<file path="src/rtl/window7_gen.sv">
// window7_gen: 7-tap horizontal sliding window over a raster stream with edge replication
module window7_gen #(
    parameter int DATA_WIDTH = 8,
    parameter int LINE_WIDTH = 640,
    parameter int CNT_WIDTH  = 10
) (
    input  logic                  clk,
    input  logic                  rst_n,
    input  logic                  in_valid,
    output logic                  in_ready,
    input  logic [DATA_WIDTH-1:0] in_data,
    output logic                  win_valid,
    output logic                  win_last,
    output logic [DATA_WIDTH-1:0] w1,
    output logic [DATA_WIDTH-1:0] w2,
    output logic [DATA_WIDTH-1:0] w3,
    output logic [DATA_WIDTH-1:0] w4,
    output logic [DATA_WIDTH-1:0] w5,
    output logic [DATA_WIDTH-1:0] w6,
    output logic [DATA_WIDTH-1:0] w7,
    output logic [CNT_WIDTH-1:0]  win_x
);
    localparam logic [CNT_WIDTH-1:0] LAST = CNT_WIDTH'(LINE_WIDTH - 1);

    typedef enum logic [1:0] {FILL, RUN, FLUSH} state_t;

    state_t                  state, state_n;
    logic [CNT_WIDTH-1:0]    cnt, cnt_n, x_n;
    logic [1:0]              fcnt, fcnt_n;
    logic [DATA_WIDTH-1:0]   tap [7];
    logic [DATA_WIDTH-1:0]   tap_n [7];
    logic [DATA_WIDTH-1:0]   fresh;
    logic                    accept, shift, valid_n, last_n;

    assign accept = in_valid && in_ready;
    assign w1 = tap[0];
    assign w2 = tap[1];
    assign w3 = tap[2];
    assign w4 = tap[3];
    assign w5 = tap[4];
    assign w6 = tap[5];
    assign w7 = tap[6];

    // Next state: the taps are the last 7 pixels; p[0] fills every slot (left
    // replication) and FLUSH re-shifts the newest pixel (right replication).
    always_comb begin
        state_n = state;
        cnt_n   = cnt;
        fcnt_n  = fcnt;
        valid_n = 1'b0;
        last_n  = 1'b0;
        x_n     = win_x;
        shift   = (state == FLUSH) || accept;
        fresh   = (state == FLUSH) ? tap[6] : in_data;
        for (int i = 0; i < 6; i++)
            tap_n[i] = !shift ? tap[i] : (state == FILL && cnt == '0) ? fresh : tap[i+1];
        tap_n[6] = shift ? fresh : tap[6];
        case (state)
            FILL: if (accept) begin
                cnt_n = cnt + 1'b1;
                if (cnt == CNT_WIDTH'(2)) state_n = RUN;
            end
            RUN: if (accept) begin
                valid_n = 1'b1;
                x_n     = cnt - CNT_WIDTH'(3);
                if (cnt == LAST) state_n = FLUSH;
                else cnt_n = cnt + 1'b1;
            end
            FLUSH: begin
                valid_n = 1'b1;
                x_n     = win_x + 1'b1;
                fcnt_n  = fcnt + 1'b1;
                if (fcnt == 2'd2) begin
                    last_n  = 1'b1;
                    fcnt_n  = '0;
                    cnt_n   = '0;
                    state_n = FILL;
                end
            end
            default: state_n = FILL;
        endcase
    end

    // State and registered outputs; reset drops any partial line.
    always_ff @(posedge clk or negedge rst_n) begin
        if (!rst_n) begin
            state     <= FILL;
            cnt       <= '0;
            fcnt      <= '0;
            in_ready  <= 1'b1;
            win_valid <= 1'b0;
            win_last  <= 1'b0;
            win_x     <= '0;
            for (int i = 0; i < 7; i++) tap[i] <= '0;
        end else begin
            state     <= state_n;
            cnt       <= cnt_n;
            fcnt      <= fcnt_n;
            in_ready  <= (state_n != FLUSH);
            win_valid <= valid_n;
            win_last  <= last_n;
            win_x     <= x_n;
            for (int i = 0; i < 7; i++) tap[i] <= tap_n[i];
        end
    end
endmodule

</file>
<file path="config.mk">
export PLATFORM = sky130hd
export DESIGN_NAME = window7_gen
export DESIGN_NICKNAME = d
export VERILOG_FILES = /design/src/rtl/window7_gen.sv
export SDC_FILE = /design/constraint.sdc
export NUM_CORES = 1
export LEC_CHECK = 0
export ABC_CLOCK_PERIOD_IN_PS = 3300
export BUFFER_PORTS_ARGS = -buffer_cell sky130_fd_sc_hd__buf_2
export CORE_ASPECT_RATIO = 0.9
export CORE_MARGIN = 2
export CORE_UTILIZATION = 30
export DETAILED_ROUTE_END_ITERATION = 8
export GPL_TIMING_DRIVEN = 0
export SLEW_MARGIN = 0
export SYNTH_ARGS = -nofsm -noshare
export SYNTH_HDL_FRONTEND = slang
export SYNTH_SLANG_ARGS = --single-unit
export TNS_END_PERCENT = 10
</file>
<file path="constraint.sdc">
create_clock -name clk -period 3.3 [get_ports clk]
set_input_delay 0.66 -clock clk [delete_from_list [all_inputs] [get_ports clk]]
set_output_delay 0.66 -clock clk [all_outputs]
set_load 0.01 [all_outputs]
</file>
==> results of run 1 <==
## path summary, 6_finish.rpt
path                                           end          startpoint
worst max-delay path             w1[4]$_DFFE_PN0P_  state[0]$_DFF_PN0_
worst min-delay path             w2[2]$_DFFE_PN0P_               rst_n
worst max register to register   w1[4]$_DFFE_PN0P_  state[0]$_DFF_PN0_
worst min register to register   w1[2]$_DFFE_PN0P_   w1[2]$_DFFE_PN0P_
max in group asynchronous       in_ready$_DFF_PN1_               rst_n
min in group clk                 w1[2]$_DFFE_PN0P_   w1[2]$_DFFE_PN0P_
## state kept, by name (all words and copies together), names as in the netlist, 8 cells and up
| register | flops |
|---|---|
| cnt | 10 |
| w2 | 8 |
| w5 | 8 |
| w7 | 8 |
| w6 | 8 |
| w1 | 8 |
| w3 | 8 |
| win_x | 10 |
| w4 | 8 |
## critical path, stage by stage, from the launching register on
cell and delay, ps:
dfrtp_1 400, inv_1 140, ha_1 160, buf_2 180, nand2_1 460, nor4_2 470, clkbuf_1 490, nor2_1 70
o21ai_0 180
## report_power, final
part / internal (mW) / switching, mW / total [mW]
Sequential: 1.20 / 0.196 / 1.40
Combinational: 0.387 / 0.521 / 0.909
Clock: 0.614 / 0.433 / 1.05
Total: 2.20 / 1.15 / 3.35
## kinds of logic after synthesis
group	Yosys count	synth area share
buf+inv	36	0.0363
xor+xnor	7	0.0145
flops	83	0.491
simple gates	169	0.178
fa+ha+maj	8	0.0236
compound gates	121	0.199
mux	22	0.0576
## per-layer routing
layer / GRT usage / part of all wire / vias up
li1: - / - / 1750
met3: 0.0348 / 0.055 / 16
met1: 0.201 / 0.46 / 1770
met4: 0.0493 / 0.016 / 0
met5: 0 / 0 / -
met2: 0.253 / 0.47 / 118
## final cells by class
cell class | instances | share of cell area
tap | 193 | 0.0463
clock inverter | 6 | 0.0134
multi-input combinational | 327 | 0.384
timing repair buffer | 80 | 0.0816
inverter | 10 | 0.00720
buffer | 26 | 0.0223
sequential | 83 | 0.399
clock buffer | 10 | 0.0459
## cells in the final DEF, fill, tap and decap left out, types with 2 or more instances in the layout
cell,n
a211oi_1,3
a21oi_1,13
a221oi_1,4
a31oi_1,14
and2_1,5
and3_1,8
buf_2,84
buf_4,2
clkbuf_1,17
clkbuf_16,9
clkinv_4,2
dfrtp_1,82
ha_1,8
inv_1,10
inv_6,2
mux2_2,19
mux2i_1,3
nand2_1,62
nand3_1,7
nand4_1,9
nor2_1,58
nor3_1,6
o21a_1,3
o21ai_0,44
o21ai_1,15
o22ai_1,4
o31ai_4,8
or2_2,3
or3_1,4
xnor2_1,3
xor2_1,4
## through the flow
step / util / hold WS, ps
final: 0.375 / 160
after floorplan: - / 364
after global placement: 0.350 / 457
after detailed placement: 0.353 / 475
after global routing: 0.375 / 161
after CTS: 0.375 / 151
==> results.json, run 1 <==
{
  "yosysMostFrequentCell": "dfrtp_1",
  "rsz0062_at_grt": "false",
  "yosys.area.top_type": "dfrtp_1",
  "layout_setup_ws_ps": 655,
  "drv_slew": 0,
  "syn_nets": 465,
  "power_mw": 3.35,
  "grt_pass1_vias": 3495,
  "synth.avg_cell_area_sq_um": 9.50,
  "async_flop_share": 1.00,
  "multiInputGateArea_sq_um": 2000,
  "ff2ff_path_depth": 8,
  "p_per_area_nw_per_um2": 644,
  "clock_sinks": 83,
  "start_util": 0.305,
  "max-slew-margin-rel": 0.350,
  "place_inst": 719,
  "drt_iter0_drc": 396,
  "firstDrtPassIters": 5,
  "status": "finished, final reports clean",
  "synth_edf_count": 0,
  "required_ps": 3560,
  "vias": 3654,
  "synth.top_cell.area_share": 0.484,
  "min_period_ps": 2650,
  "setup_violations": 0,
  "antenna_found_initial": 0,
  "routabilityCongestion": 0.856,
  "ys_warn_count": 0,
  "max_freq_mhz": 378,
  "netlist_area_sq_um": 4240,
  "cts_resized": 0,
  "grt_max_degree": 72,
  "clockRootBuffer": "clkbuf_16",
  "area_growth_pct": 23.0,
  "place_area_sq_um": 4900,
  "die_area_sq_um": 15100,
  "clkLatencyLatePin_ps": 340,
  "r2r_setup_slack_ps": 650,
  "num_antenna_cells": 0,
  "wl_per_cell_um": 15.1,
  "grt_overflow_total": 0,
  "drc_errors": 0,
  "die_y_um": 117,
  "drive_gt1_frac": 0.256,
  "setup-tns-final_ps": 0,
  "p_leak_nw": 2.34,
  "ant_nets": 0,
  "hp-class": "in2async",
  "finalWirelength_mm": 11.1,
  "num_io_pins": 80,
  "syn_inst": 446,
  "synth_common_cells": "dfrtp_1, nand2_1, nor2_1, o21ai_0, mux2_2",
  "place_ws_ps": 639,
  "ys_seq_elements": 83,
  "htree_levels": 3,
  "cts_tree": "done",
  "final_area_sq_um": 5210,
  "cts_buffer_depth": 2,
  "start_kind": "register",
  "end_kind": "register",
  "core_area_sq_um": 13900,
  "synthTopCellsByArea": "dfrtp_1, nand2_1, o21ai_0",
  "die_w_um": 129,
  "ys_seq_area_frac": 0.491,
  "grt_util_all_layers": 0.153,
  "cap_violations": 0,
  "skew_ps": 4.36,
  "fp-row-count": 41,
  "crit_arrival_ps": 2900,
  "grt_pass1_wl_mm": 18.0,
  "cp_max_fo": 10,
  "clk_pin_slew_ps": 60,
  "dp_hpwl_mm": 8.04,
  "synth-main-ff-cell": "dfrtp_1",
  "fin_crit_sh": 0.802,
  "crit_type": "reg2reg",
  "yosysUniqueCellTypes": 51,
  "vias_per_cell": 4.97,
  "numCtsBuffers": 9,
  "fin_cells": 735,
  "fin_nets": 556,
  "fillers": 1403,
  "tightest_slew_ps": 967,
  "max-vdd-ir-drop_mv": 0.292,
  "cts_hold_buf": 0,
  "cts_setup_buffers": 0,
  "final-seq-area_sq_um": 2080,
  "finalHoldViolCount": 0,
  "port_buffers": 79
}
(Power assumes the default switching activity.)
==> inputs of run 2 (changes only) <==
Settings changed: ABC_CLOCK_PERIOD_IN_PS 3300 to 2350.
Clock period 3.3 ns to 2.35 ns, I/O delays scaled along.
==> results.json, run 2 (synthesized netlist as in run 1, its figures left out) <==
{
  "fp-row-count": 41,
  "layout_common_cells": "buf_2, dfrtp_1, nand2_1",
  "cp_max_fo": 9,
  "holdCritStartpoint": "in_data[5]",
  "holdWs_ps": 371,
  "top_regs": "cnt (10), win_x (10)",
  "core_area_sq_um": 13900,
  "p_per_area_nw_per_um2": 897,
  "cts_setup_buffers": 0,
  "hp-class": "in2reg",
  "fillers": 1399,
  "wl_met2_mm": 5.41,
  "final_common_cell": "buf_2",
  "routabilityCongestion": 0.856,
  "htree_levels": 3,
  "required_ps": 2580,
  "final_area_sq_um": 5270,
  "wl_met1_mm": 5.04,
  "end_kind": "register",
  "die_y_um": 117,
  "p_leak_nw": 2.38,
  "vias_per_cell": 5.01,
  "setup_violations": 0,
  "grt_pass1_vias": 3504,
  "min_period_ps": 2290,
  "fin_crit_sh": 0.972,
  "slowest_stage": "dfrtp_1",
  "vias": 3686,
  "ant_nets": 0,
  "port_buffers": 79,
  "drt_iter0_drc": 366,
  "wl_met3_um": 667,
  "place_area_sq_um": 4900,
  "area_growth_pct": 24.3,
  "max-slew-margin-rel": 0.608,
  "max_freq_mhz": 438,
  "status": "finished, final reports clean",
  "cp_slowest_stage_delay_ps": 410,
  "cp_cell_sequence": "inv_1 > ha_1 > a21bo_2 > clkbuf_1 > and2_1 > clkbuf_1 > nor2_1 > a221oi_1",
  "crit_path_frequent_cell": "clkbuf_1",
  "ff2ff_path_depth": 8,
  "min_to": "w7[5]$_DFFE_PN0P_",
  "grt_max_degree": 72,
  "cts_buffer_depth": 2,
  "drive_gt1_frac": 0.273,
  "clk_pin_slew_ps": 60,
  "start_kind": "register",
  "num_antenna_cells": 0,
  "r2r_setup_slack_ps": 60,
  "finalWirelength_mm": 11.3,
  "cts_tree": "done",
  "hold_path_depth": 2,
  "drc_errors": 0,
  "finalHoldViolCount": 0,
  "multiInputGateArea_sq_um": 2040,
  "r2r-start": "state[1]$_DFF_PN0_",
  "skew_ps": 5.39,
  "cap_violations": 0,
  "clock_sinks": 83,
  "final-seq-area_sq_um": 2080,
  "start_util": 0.305,
  "place_ws_ps": -311,
  "crit_arrival_ps": 2520,
  "top_layer_used": "met4",
  "numCtsBuffers": 9,
  "drv_slew": 0,
  "tightest_slew_ps": 588,
  "grt_pass1_wl_mm": 18.0,
  "grt_overflow_total": 0,
  "firstDrtPassIters": 5,
  "die_area_sq_um": 15100,
  "die_w_um": 129,
  "clkLatencyLatePin_ps": 350,
  "max-vdd-ir-drop_mv": 0.411,
  "layout_setup_ws_ps": 64.7,
  "rsz0062_at_grt": "true",
  "grt_util_all_layers": 0.154,
  "fin_nets": 557,
  "worstReg2RegEnd": "win_x[8]$_DFFE_PN0P_",
  "clockRootBuffer": "clkbuf_16",
  "antenna_found_initial": 0,
  "dp_hpwl_mm": 8.04,
  "num_io_pins": 80,
  "crit_type": "reg2reg",
  "wl_per_cell_um": 15.3
}
[run 2: critical path: cells and delay by family (launching register included)]
| family | cells | cell delay, ps |
|---|---|---|
| flops | 1 | 410 |
| compound gates | 2 | 480 |
| simple gates | 2 | 280 |
| buf+inv | 3 | 730 |
| fa+ha+maj | 1 | 270 |
[run 2: layout make-up]
type	instances	area share
plain buffers	26	0.0233
repair buffers	81	0.0827
inverters	10	0.00713
well taps	193	0.0459
clock buffers	10	0.0454
multi-input cells	327	0.388
clock inverters	6	0.0133
flip-flops and latches	83	0.395
[run 2: worst max path at each step]
| stage | from | end | depth (start not counted) |
|---|---|---|---|
| 2_1_floorplan | state[0]$_DFF_PN0_ | w6[3]$_DFFE_PN0P_ | 9 |
| 3_3_place_gp | state[0]$_DFF_PN0_ | w6[7]$_DFFE_PN0P_ | 8 |
| 3_5_place_dp | state[0]$_DFF_PN0_ | w1[4]$_DFFE_PN0P_ | 8 |
| 4_1_cts | state[0]$_DFF_PN0_ | w5[5]$_DFFE_PN0P_ | 9 |
| 5_1_grt | state[1]$_DFF_PN0_ | win_x[8]$_DFFE_PN0P_ | 8 |
| 6_report | state[1]$_DFF_PN0_ | win_x[8]$_DFFE_PN0P_ | 8 |
[run 2: through the flow]
| step | total power [mW] | instances | utilization | TNS (ps) |
|---|---|---|---|---|
| finish | 4.73 | 736 | 0.379 | 0 |
| global route | 5.03 | 736 | 0.379 | -139 |
| CTS | 4.75 | 736 | 0.376 | 0 |
| detailed placement | 3.26 | 719 | 0.353 | -11080 |
| global placement | 3.21 | 718 | 0.350 | -9880 |
| floorplan | 2.77 | 446 | - | 0 |
[run 2: power by group]
group / switching (mW) / internal (mW)
Clock: 0.606 / 0.861
Combinational: 0.742 / 0.553
Sequential: 0.276 / 1.69
[run 2: repair_timing]
item	4_1_cts	5_1_grt
gates resized for setup	4	12
pin swaps	0	0
endpoints found under the setup margin	56	50
hold endpoints to repair	12	0
hold buffers	1	0
[run 2: layer usage]
layer,vias to the layer above,track usage
li1,1754,-
met1,1800,0.201
met3,13,0.0348
met2,119,0.254
met4,0,0.0493
met5,-,0
==> inputs of run 3 (changes only) <==
Settings changed: ABC_CLOCK_PERIOD_IN_PS 2350 to 2300.
Clock period 2.35 ns to 2.3 ns, I/O delays scaled along.
==> results.json, run 3 (synthesized netlist as in run 1, its figures left out) <==
{
  "status": "finished, final reports clean",
  "fillers": 1396,
  "crit_arrival_ps": 2480,
  "r2r_setup_slack_ps": 70,
  "layout_common_cells": "buf_2, dfrtp_1, nand2_1",
  "grt_util_all_layers": 0.155,
  "die_y_um": 117,
  "drv_slew": 0,
  "final_area_sq_um": 5270,
  "clkLatencyLatePin_ps": 340,
  "htree_levels": 3,
  "tightest_slew_ps": 580,
  "grt_overflow_total": 0,
  "final_common_cell": "buf_2",
  "skew_ps": 6.20,
  "p_leak_nw": 2.38,
  "drt_iter0_drc": 341,
  "port_buffers": 79,
  "crit_type": "reg2reg",
  "p_per_area_nw_per_um2": 916,
  "fin_nets": 556,
  "num_io_pins": 80,
  "cts_tree": "done",
  "fp-row-count": 41,
  "setup-tns-final_ps": 0,
  "area_growth_pct": 24.3,
  "setup_violations": 0,
  "num_antenna_cells": 0,
  "finalHoldViolCount": 0,
  "wl_per_cell_um": 15.3,
  "grt_max_degree": 72,
  "drive_gt1_frac": 0.273,
  "ant_nets": 0,
  "cap_violations": 0,
  "rsz0062_at_grt": "true",
  "clockRootBuffer": "clkbuf_16",
  "r2r-start": "cnt[1]$_DFFE_PN0P_",
  "clock_sinks": 83,
  "grt_pass1_wl_mm": 18.1,
  "cp_max_fo": 9,
  "end_kind": "register",
  "min_period_ps": 2230,
  "fin_crit_sh": 0.968,
  "top_regs": "cnt (10), win_x (10)",
  "startpoint": "cnt[1]$_DFFE_PN0P_",
  "start_kind": "register",
  "die_w_um": 129,
  "finalWirelength_mm": 11.2,
  "grt_pass1_vias": 3509,
  "dp_hpwl_mm": 8.04,
  "hp-class": "in2reg",
  "routabilityCongestion": 0.856,
  "required_ps": 2560,
  "numCtsBuffers": 9,
  "vias_per_cell": 4.98,
  "max_freq_mhz": 449,
  "start_util": 0.305,
  "max-slew-margin-rel": 0.613,
  "core_area_sq_um": 13900,
  "antenna_found_initial": 0,
  "firstDrtPassIters": 5,
  "worstReg2RegEnd": "in_ready$_DFF_PN1_",
  "critPathCapture": "in_ready$_DFF_PN1_",
  "clk_pin_slew_ps": 60,
  "drc_errors": 0,
  "cts_buffer_depth": 2,
  "place_area_sq_um": 4900,
  "die_area_sq_um": 15100,
  "vias": 3658,
  "max-vdd-ir-drop_mv": 0.417,
  "ff2ff_path_depth": 6
}
-- run 3: changes by cell type in the layout (fill, tap and decap cells not counted), sizes merged --
| cell | change |
|---|---|
| clkbuf | +1 |
| buf | -2 |
-- run 3: how the worst min path moves through the flow --
stage / end / slack (ps) / start / depth (start not counted)
final: w7[5]$_DFFE_PN0P_ / 360 / in_data[5] / 2
after global routing: w7[2]$_DFFE_PN0P_ / 360 / in_data[2] / 2
after CTS: w7[5]$_DFFE_PN0P_ / 350 / in_data[5] / 2
after detailed placement: w2[1]$_DFFE_PN0P_ / 320 / rst_n / 1
after global placement: w1[3]$_DFFE_PN0P_ / 460 / w1[3]$_DFFE_PN0P_ / 2
after floorplan: cnt[0]$_DFFE_PN0P_ / 160 / rst_n / 0
-- run 3: area by class of cell --
type / count / area, sq um / area share
Buffer: 25 / 120 / 0.0228
Clock buffer: 10 / 239 / 0.0454
Clock inverter: 6 / 70.1 / 0.0133
Inverter: 10 / 37.5 / 0.00713
Multi-Input combinational cell: 327 / 2040 / 0.388
Sequential cell: 83 / 2080 / 0.395
Tap cell: 193 / 241 / 0.0459
Timing Repair Buffer: 81 / 435 / 0.0827
-- run 3: per-stage QoR --
step	instances	setup WS, ps	utilization	hold slack [ps]	total power, mW
after floorplan	446	170	-	164	2.83
after global placement	718	-307	0.350	457	3.28
after detailed placement	719	-361	0.353	325	3.33
after CTS	736	24.9	0.378	346	4.87
after global routing	735	-35.9	0.379	356	5.14
final	735	73.9	0.379	365	4.82
-- run 3: metal layers --
| metal | GRT usage | wire length [um] | up-vias |
|---|---|---|---|
| met5 | 0 | 0 | - |
| met4 | 0.0529 | 145 | 0 |
| met3 | 0.0371 | 640 | 9 |
| met2 | 0.254 | 5360 | 104 |
| met1 | 0.201 | 5100 | 1794 |
| li1 | - | - | 1751 |
-- run 3: worst max-delay path: stages, from the launching register on --
cell and delay, ps:
dfrtp_1 490, ha_2 290, and3_1 160, clkbuf_1 260, and3_2 310, a21oi_1 110, or4_1 520
-- run 3: power by group --
group	total (mW)	internal [mW]	switching, mW	leakage, nW
combinational	1.32	0.563	0.760	1.20
sequential	2.01	1.72	0.283	1.03
clock	1.49	0.880	0.613	0.153
total	4.82	3.17	1.66	2.38
-- run 3: timing repair --
action / in CTS / in global routing
resized for setup: 6 / 9
setup buffers: 0 / 0
hold buffers: 1 / 0
setup endpoints to repair: 58 / 60
endpoints found under the hold margin: 12 / 0
